**src/rtl/axi4_aw_grant_router.sv**
```systemverilog
// Registers the granted master's AW request onto a shared slave AW channel and
// steers W beats from the master at the head of an in-order routing FIFO.
module axi4_aw_grant_router #(
  parameter int NUM_MASTERS = 4,
  parameter int ID_WIDTH    = 4,
  parameter int ADDR_WIDTH  = 32,
  parameter int DATA_WIDTH  = 32,
  parameter int FIFO_DEPTH  = 4,
  localparam int MW = $clog2(NUM_MASTERS),
  localparam int PW = $clog2(FIFO_DEPTH)
) (
  input  logic                       clk,
  input  logic                       rst_n,
  input  logic                       grant_valid,
  input  logic [MW-1:0]              grant_master,
  output logic                       grant_ready,
  input  logic [ID_WIDTH-1:0]        m_awid    [NUM_MASTERS],
  input  logic [ADDR_WIDTH-1:0]      m_awaddr  [NUM_MASTERS],
  input  logic [7:0]                 m_awlen   [NUM_MASTERS],
  input  logic [2:0]                 m_awsize  [NUM_MASTERS],
  input  logic [1:0]                 m_awburst [NUM_MASTERS],
  input  logic [3:0]                 m_awqos   [NUM_MASTERS],
  output logic                       s_awvalid,
  output logic [ID_WIDTH+MW-1:0]     s_awid,
  output logic [ADDR_WIDTH-1:0]      s_awaddr,
  output logic [7:0]                 s_awlen,
  output logic [2:0]                 s_awsize,
  output logic [1:0]                 s_awburst,
  output logic [3:0]                 s_awqos,
  input  logic                       s_awready,
  input  logic [DATA_WIDTH-1:0]      m_wdata   [NUM_MASTERS],
  input  logic [DATA_WIDTH/8-1:0]    m_wstrb   [NUM_MASTERS],
  input  logic                       m_wlast   [NUM_MASTERS],
  input  logic                       m_wvalid  [NUM_MASTERS],
  output logic                       m_wready  [NUM_MASTERS],
  output logic [DATA_WIDTH-1:0]      s_wdata,
  output logic [DATA_WIDTH/8-1:0]    s_wstrb,
  output logic                       s_wlast,
  output logic                       s_wvalid,
  input  logic                       s_wready,
  output logic [PW:0]                wfifo_count,
  output logic                       w_len_err
);

  localparam logic [PW:0] DEPTH = (PW+1)'(FIFO_DEPTH);

  logic [MW-1:0] fifo_mst [FIFO_DEPTH];
  logic [7:0]    fifo_len [FIFO_DEPTH];
  logic [PW-1:0] wr_ptr, rd_ptr;
  logic [7:0]    beat;
  logic [MW-1:0] head_mst;
  logic [7:0]    head_len;
  logic          fifo_empty, grant_hs, w_hs, pop;

  assign fifo_empty  = (wfifo_count == '0);
  assign grant_ready = (!s_awvalid || s_awready) && (wfifo_count < DEPTH);
  assign grant_hs    = grant_valid && grant_ready;
  assign head_mst    = fifo_mst[rd_ptr];
  assign head_len    = fifo_len[rd_ptr];
  assign w_hs        = s_wvalid && s_wready;
  assign pop         = w_hs && s_wlast;

  // W steering: only the head master sees s_wready; an empty FIFO blocks everyone
  always_comb begin
    s_wdata  = m_wdata[head_mst];
    s_wstrb  = m_wstrb[head_mst];
    s_wlast  = m_wlast[head_mst];
    s_wvalid = !fifo_empty && m_wvalid[head_mst];
    for (int i = 0; i < NUM_MASTERS; i++) begin
      m_wready[i] = !fifo_empty && (head_mst == MW'(i)) && s_wready;
    end
  end

  // AW output register
  always_ff @(posedge clk or negedge rst_n) begin
    if (!rst_n) begin
      s_awvalid <= 1'b0;
      s_awid    <= '0;
      s_awaddr  <= '0;
      s_awlen   <= '0;
      s_awsize  <= '0;
      s_awburst <= '0;
      s_awqos   <= '0;
    end else if (grant_hs) begin
      s_awvalid <= 1'b1;
      s_awid    <= {grant_master, m_awid[grant_master]};
      s_awaddr  <= m_awaddr[grant_master];
      s_awlen   <= m_awlen[grant_master];
      s_awsize  <= m_awsize[grant_master];
      s_awburst <= m_awburst[grant_master];
      s_awqos   <= m_awqos[grant_master];
    end else if (s_awready) begin
      s_awvalid <= 1'b0;
    end
  end

  // Routing FIFO storage is data only; validity is carried by the count
  always_ff @(posedge clk) begin
    if (grant_hs) begin
      fifo_mst[wr_ptr] <= grant_master;
      fifo_len[wr_ptr] <= m_awlen[grant_master];
    end
  end

  always_ff @(posedge clk or negedge rst_n) begin
    if (!rst_n) begin
      wr_ptr      <= '0;
      rd_ptr      <= '0;
      wfifo_count <= '0;
    end else begin
      if (grant_hs) wr_ptr <= wr_ptr + 1'b1;
      if (pop)      rd_ptr <= rd_ptr + 1'b1;
      case ({grant_hs, pop})
        2'b10:   wfifo_count <= wfifo_count + 1'b1;
        2'b01:   wfifo_count <= wfifo_count - 1'b1;
        default: wfifo_count <= wfifo_count;
      endcase
    end
  end

  // Beat tracking; a missing or early wlast is flagged but the burst still ends on wlast
  always_ff @(posedge clk or negedge rst_n) begin
    if (!rst_n) begin
      beat      <= '0;
      w_len_err <= 1'b0;
    end else if (w_hs) begin
      if (s_wlast != (beat == head_len)) w_len_err <= 1'b1;
      beat <= s_wlast ? 8'd0 : beat + 8'd1;
    end
  end

endmodule
```
**config.mk**
```make
export PLATFORM = sky130hd
export DESIGN_NAME = axi4_aw_grant_router
export DESIGN_NICKNAME = d
export VERILOG_FILES = /design/src/rtl/axi4_aw_grant_router.sv
export SDC_FILE = /design/constraint.sdc
export NUM_CORES = 1
export LEC_CHECK = 0
export CAP_MARGIN = 30
export CORE_AREA = 3 3 183 185
export DETAILED_ROUTE_END_ITERATION = 6
export DIE_AREA = 0 0 186 188
export GPL_TIMING_DRIVEN = 1
export PLACE_DENSITY = 0.54
export SLEW_MARGIN = 25
export SYNTH_ARGS = -nofsm -noshare
export SYNTH_HDL_FRONTEND = slang
export SYNTH_SLANG_ARGS = --single-unit
```
**constraint.sdc**
```tcl
create_clock -name clk -period 6.8 [get_ports clk]
set_clock_uncertainty 0.2 [all_clocks]
set_input_delay 2.04 -clock clk [delete_from_list [all_inputs] [get_ports clk]]
set_output_delay 2.04 -clock clk [all_outputs]
set_load 0.01 [all_outputs]
```
# ---- Word level (Yosys, flattened, before mapping)
# Memory sizes are Yosys's and may differ from the RTL's.
# Cells that the tools add are included.
dict set report word_totals {
  ff_bits 72
  in_bits 371
  ramBits 40
  mem_count 2
}
dict set report op_classes {
  n_lt_le_gt_ge 3
  eq_ne 7
  reduce_logical 21
  addsub 5
  n_mux 36
  bitwise 2
}
# memory words width read_ports rd_clocked_by_memory_dff wr line
set mem_list {}
lappend mem_list {fifo_len 4 8 1 0 1 48} ;# logic [7:0] fifo_len [FIFO_DEPTH];
lappend mem_list {fifo_mst 4 2 1 0 1 47} ;# logic [MW-1:0] fifo_mst [FIFO_DEPTH];
# cell count
set op_table {}
lappend op_table {{binary-select mux 32 bit (select 2 bit)} 2}
lappend op_table {{two-way mux 32 bit} 4}
lappend op_table {{binary-select mux 4 bit (select 2 bit)} 3}
lappend op_table {{two-way mux 4 bit} 6}
lappend op_table {{two-way mux 8 bit} 3}
lappend op_table {{binary-select mux 8 bit (select 2 bit)} 1}
lappend op_table {{logical AND 1 bit} 13}
lappend op_table {{adder 8 x 1 -> 8 bit (second input constant)} 1}
lappend op_table {{equality test 8 bit} 1}
lappend op_table {{two-way mux 1 bit} 8}
lappend op_table {{binary-select mux 3 bit (select 2 bit)} 1}
lappend op_table {{equality test 2 bit (second input constant)} 3}
lappend op_table {{>= comparator 3 bit (second input constant)} 2}
lappend op_table {{two-way mux 3 bit} 2}
lappend op_table {{inverter 2 -> 3 bit} 2}
lappend op_table {{case mux 3 bit (2 select lines)} 1}
lappend op_table {{adder 2 x 1 -> 2 bit (second input constant)} 2}
lappend op_table {{binary-select mux 1 bit (select 2 bit)} 2}
lappend op_table {{binary-select mux 2 bit (select 2 bit)} 1}
lappend op_table {{equality test 2 x 1 -> 1 bit (second input constant)} 2}
lappend op_table {{two-way mux 2 bit} 2}
lappend op_table {{nonzero test 2 bit} 2}
lappend op_table {{adder 3 x 1 -> 3 bit (second input constant)} 1}
lappend op_table {{logical NOT 3 bit} 1}
lappend op_table {{other kinds (7)} 8}

# ---- Logic depth before layout (Yosys ltp)
# An unclocked memory read counts as a cell.
dict set report depth {
  depth_word 10
  depth_mapped 13
  ltp_nobuf 11
}

# ---- Least setup slack after synthesis
# Ideal clock, no wire load.
dict set report synth_path {
  path_type {input to output}
  from {input m_wlast[0] in the netlist's numbering}
  to {output s_wlast}
  arrival_time_ps 2693
  t_required_ps 4560
  path_stages 2
  setup_slack_ps 1867
  path_cell_list {mux4_2 -> buf_2}
}
dict set report synth_between {
  elab_chain_len 3
}
# element line
set synth_rtl {}
lappend synth_rtl {{start: declaration} 33} ;# input logic m_wlast [NUM_MASTERS],
lappend synth_rtl {{binary-select mux 1 bit (select 2 bit)} 67} ;# s_wlast = m_wlast[head_mst];
lappend synth_rtl {{two-way mux 1 bit (implied by the code) (2 in a row)} 67}
lappend synth_rtl {{end: declaration} 38} ;# output logic s_wlast,
# Every way passes these cells. The select of a mux whose other input is x is not followed.

# ---- Worst setup path in the final report
dict set report layout_path {
  from {input s_awready}
  to {output grant_ready}
}
dict set report layout_between {
  elab_chain_len 2
}
# element line
set layout_rtl {}
lappend layout_rtl {{start: declaration} 30} ;# input logic s_awready,
lappend layout_rtl {{logical OR 1 bit} 56} ;# assign grant_ready = (!s_awvalid || s_awready) && (wfifo_count < DEPTH);
lappend layout_rtl {{logical AND 1 bit} 56}
lappend layout_rtl {{end: declaration} 16} ;# output logic grant_ready,
# Every way passes these cells.

==> results.sh <==
export IMPL_gp_congestion=0.770
export IMPL_grtUsageMet2=0.299
export IMPL_dr_pass1_iters=4
export IMPL_pre_cts_slack_ps=856
export IMPL_crit_fanout=6
export IMPL_start_util=0.207
export IMPL_top_usage_layer="met2"
export IMPL_ys_top_cells_by_area="mux4_2 34%, dfrtp_1 27%, edfxtp_1 18%"
export IMPL_clock_sinks=112
export IMPL_maxSlewHeadroom=0.496
export IMPL_drive_gt1_frac=0.140
export IMPL_cts_buffer_depth=2
export IMPL_die_x_microns=186
export IMPL_grtUsageTotal=0.157
export IMPL_synth_top_family_by_area="multiplexers"
export IMPL_synth_xor_area_frac=0.0197
export IMPL_crit_required_ps=4560
export IMPL_vdd_ir_drop_max_v=0.000126
export IMPL_dp_hpwl_microns=23100
export IMPL_worst_slew_pin_slew_ps=757
export IMPL_fillers=3141
export IMPL_synth_distinct_cells=34
export IMPL_h_tree_depth=3
export IMPL_final_nets=1343
export IMPL_port_buffers=473
export IMPL_netlist_area_sq_um=6680
export IMPL_synth_compound_area_frac=0.0232
export IMPL_clk_pin_slew_ps=80
export IMPL_worst_r2r_setup_slack_ps=2250
export IMPL_hp_class="reg -> reg"
export IMPL_netlist_instances=511
export IMPL_place_area_sq_um=11900
export IMPL_cts_root_buf="clkbuf_16"
export IMPL_async_flop_share=0.643
export IMPL_max_cap_violations=0
export IMPL_ant_nets=0
export IMPL_post_cts_setup_buffers=0
export IMPL_start_kind="input pin"
export IMPL_drt_iter0_markers=158
export IMPL_synth_yosys_warnings=0
export IMPL_antenna_found_initial=2
export IMPL_hold_viol=0
export IMPL_setup_slack_ps=880
export IMPL_ys_ff_latch=112
export IMPL_core_rowCount=66
export IMPL_synth_top_area_share=0.337
export IMPL_cts_resized_gates=0
export IMPL_vias_per_cell=4.39
export IMPL_period_share=0.871
export IMPL_syn_nets=889
export IMPL_postCtsHoldBufs=0
export IMPL_powerDensity_nw_per_um2=318
export IMPL_yosys_mux_area_fraction=0.339
export IMPL_grt_start_max_net_pins=60
export IMPL_path_class="in -> out"
export IMPL_io_pins=474
export IMPL_vias=6055
export IMPL_seq_area_frac_synth=0.450
export IMPL_setup_tns_ps=0
export IMPL_syn_area_per_cell_sq_um=13.1
export IMPL_die_y_microns=188
export IMPL_core_area_sq_um=32200
export IMPL_dieArea_sq_um=35000
export IMPL_syn_to_final_growth_pct=82.4
export IMPL_drcViolationCount=0
export IMPL_synth_edf_count=40
export IMPL_grt_pass1_vias=6785
export IMPL_numCtsBuffers=9
export IMPL_met1_usage=0.162
export IMPL_hold_slack_ps=277
export IMPL_wl_per_cell_microns=20.5
export IMPL_grt_first_pass_wirelength_microns=40900
export IMPL_rsz0062_at_grt="no"
export IMPL_overflow=0
export IMPL_p_leak_nw=4.68
export IMPL_setup_violations=0
export IMPL_grtUsageMet3=0.0448
export IMPL_finalMaxSlewViolations=0
export IMPL_cp_arrival_ps=3680
export IMPL_total_power_mw=3.87
export IMPL_drt_wl_total_microns=28300
export IMPL_clock_fmax_mhz=169
export IMPL_yosys_area_top_type="mux4_2"
export IMPL_period_needed_ps=5920
export IMPL_synthFlopType="dfrtp_1"
export IMPL_clkLatencyLatePin_ps=350
export IMPL_synthSimpleGateAreaFrac=0.125
export IMPL_design_area_sq_um=12200
export IMPL_cts_tree="done"
export IMPL_synth_adder_area_share=0.0142
export IMPL_status="completed"
export IMPL_end_kind="primary output"
==> power by group <==
group / leakage (nW) / switching [mW] / internal (mW)
registers: 1.26 / 0.134 / 0.926
logic: 3.27 / 1.01 / 1.24
clock network: 0.153 / 0.295 / 0.270
total: 4.68 / 1.44 / 2.44
==> through the flow <==
| stage | util | cells |
|---|---|---|
| floorplan | - | 511 |
| global placement | 0.367 | 1360 |
| detailed placement | 0.368 | 1362 |
| CTS | 0.378 | 1378 |
| global route | 0.378 | 1379 |
| finish | 0.378 | 1379 |
==> final timing paths <==
check                                   from             end  depth (start not counted)
min in group asynchronous              rst_n    s_awaddr[17]                          1
worst min register to register  s_awaddr[30]    s_awaddr[30]                          2
worst max-delay path               s_awready     grant_ready                          4
max in group asynchronous              rst_n    s_awaddr[12]                          2
worst max register to register     rd_ptr[0]  wfifo_count[2]                         15
worst min-delay path            s_awaddr[30]    s_awaddr[30]                          2
==> routing by layer <==
metal	up-vias	wire, microns
li1	2808	-
met1	2900	9740
met2	316	15200
met3	31	2550
met4	0	865
met5	-	0
==> cell usage after synthesis, types with 2 or more instances <==
master,number
ha_1,6
xnor2_1,11
o31ai_2,3
mux4_2,100
nand4_1,2
buf_1,7
nand2b_1,4
nor3_1,3
o21ai_1,10
buf_2,10
and3_1,7
xor2_1,4
nor2b_1,4
clkbuf_1,23
o21ai_0,2
dfrtp_1,72
nor2_1,8
inv_1,9
nand3_1,3
edfxtp_1,40
nand2_1,170
==> layout by cell type (no fill, tap or decap), types with 2 or more instances in the layout <==
master           count
ha_1                 6
nor2_1               8
clkdlybuf4s50_1    470
inv_6                3
o31ai_2              3
inv_12               2
nand2b_1             4
xnor2_1             11
inv_1                8
nor3_1               3
nand3_1              3
xor2_1               4
nand4_1              2
edfxtp_1            40
dfrtp_1             72
and3_1               7
nor2b_1              4
nand2_1            170
buf_4               10
clkinv_8             2
o21ai_1             10
mux4_2              98
buf_2                2
o21ai_0              2
clkbuf_16            9
mux4_4               2
==> critical path: stages <==
cell	delay, ps
clkdlybuf4s50_1	460
inv_1	50
a21oi_1	460
clkdlybuf4s50_1	670
==> kinds of logic after synthesis <==
group	count (synthesis)
buffers and inverters	49
xor gates and xnor gates	15
AOI/OAI and AO/OA	22
and+or+nand+nor	205
muxes	101
DFF	112
adders and majority gates	7
==> sequential cells by signal, summed over array words and instances, names as in the netlist <==
name and count:
fifo_len 32, wr_ptr 2, s_awvalid 1, s_awqos 4, s_awid 6, rd_ptr 2
wfifo_count 3, s_awaddr 32, w_len_err 1, fifo_mst 8, beat 8, s_awburst 2
s_awlen 8, s_awsize 3
==> layout make-up <==
class / count / area, sq um / area share
clock buffer: 9 / 225 / 0.0185
antenna: 1 / 2.50 / 0.000206
timing repair buffer: 483 / 4820 / 0.396
sequential: 112 / 3000 / 0.247
inverter: 9 / 33.8 / 0.00278
tap: 408 / 510 / 0.0419
multi-input combinational: 350 / 3490 / 0.287
clock inverter: 7 / 91.3 / 0.00750
Note: power is estimated with default switching activity, not from simulation.
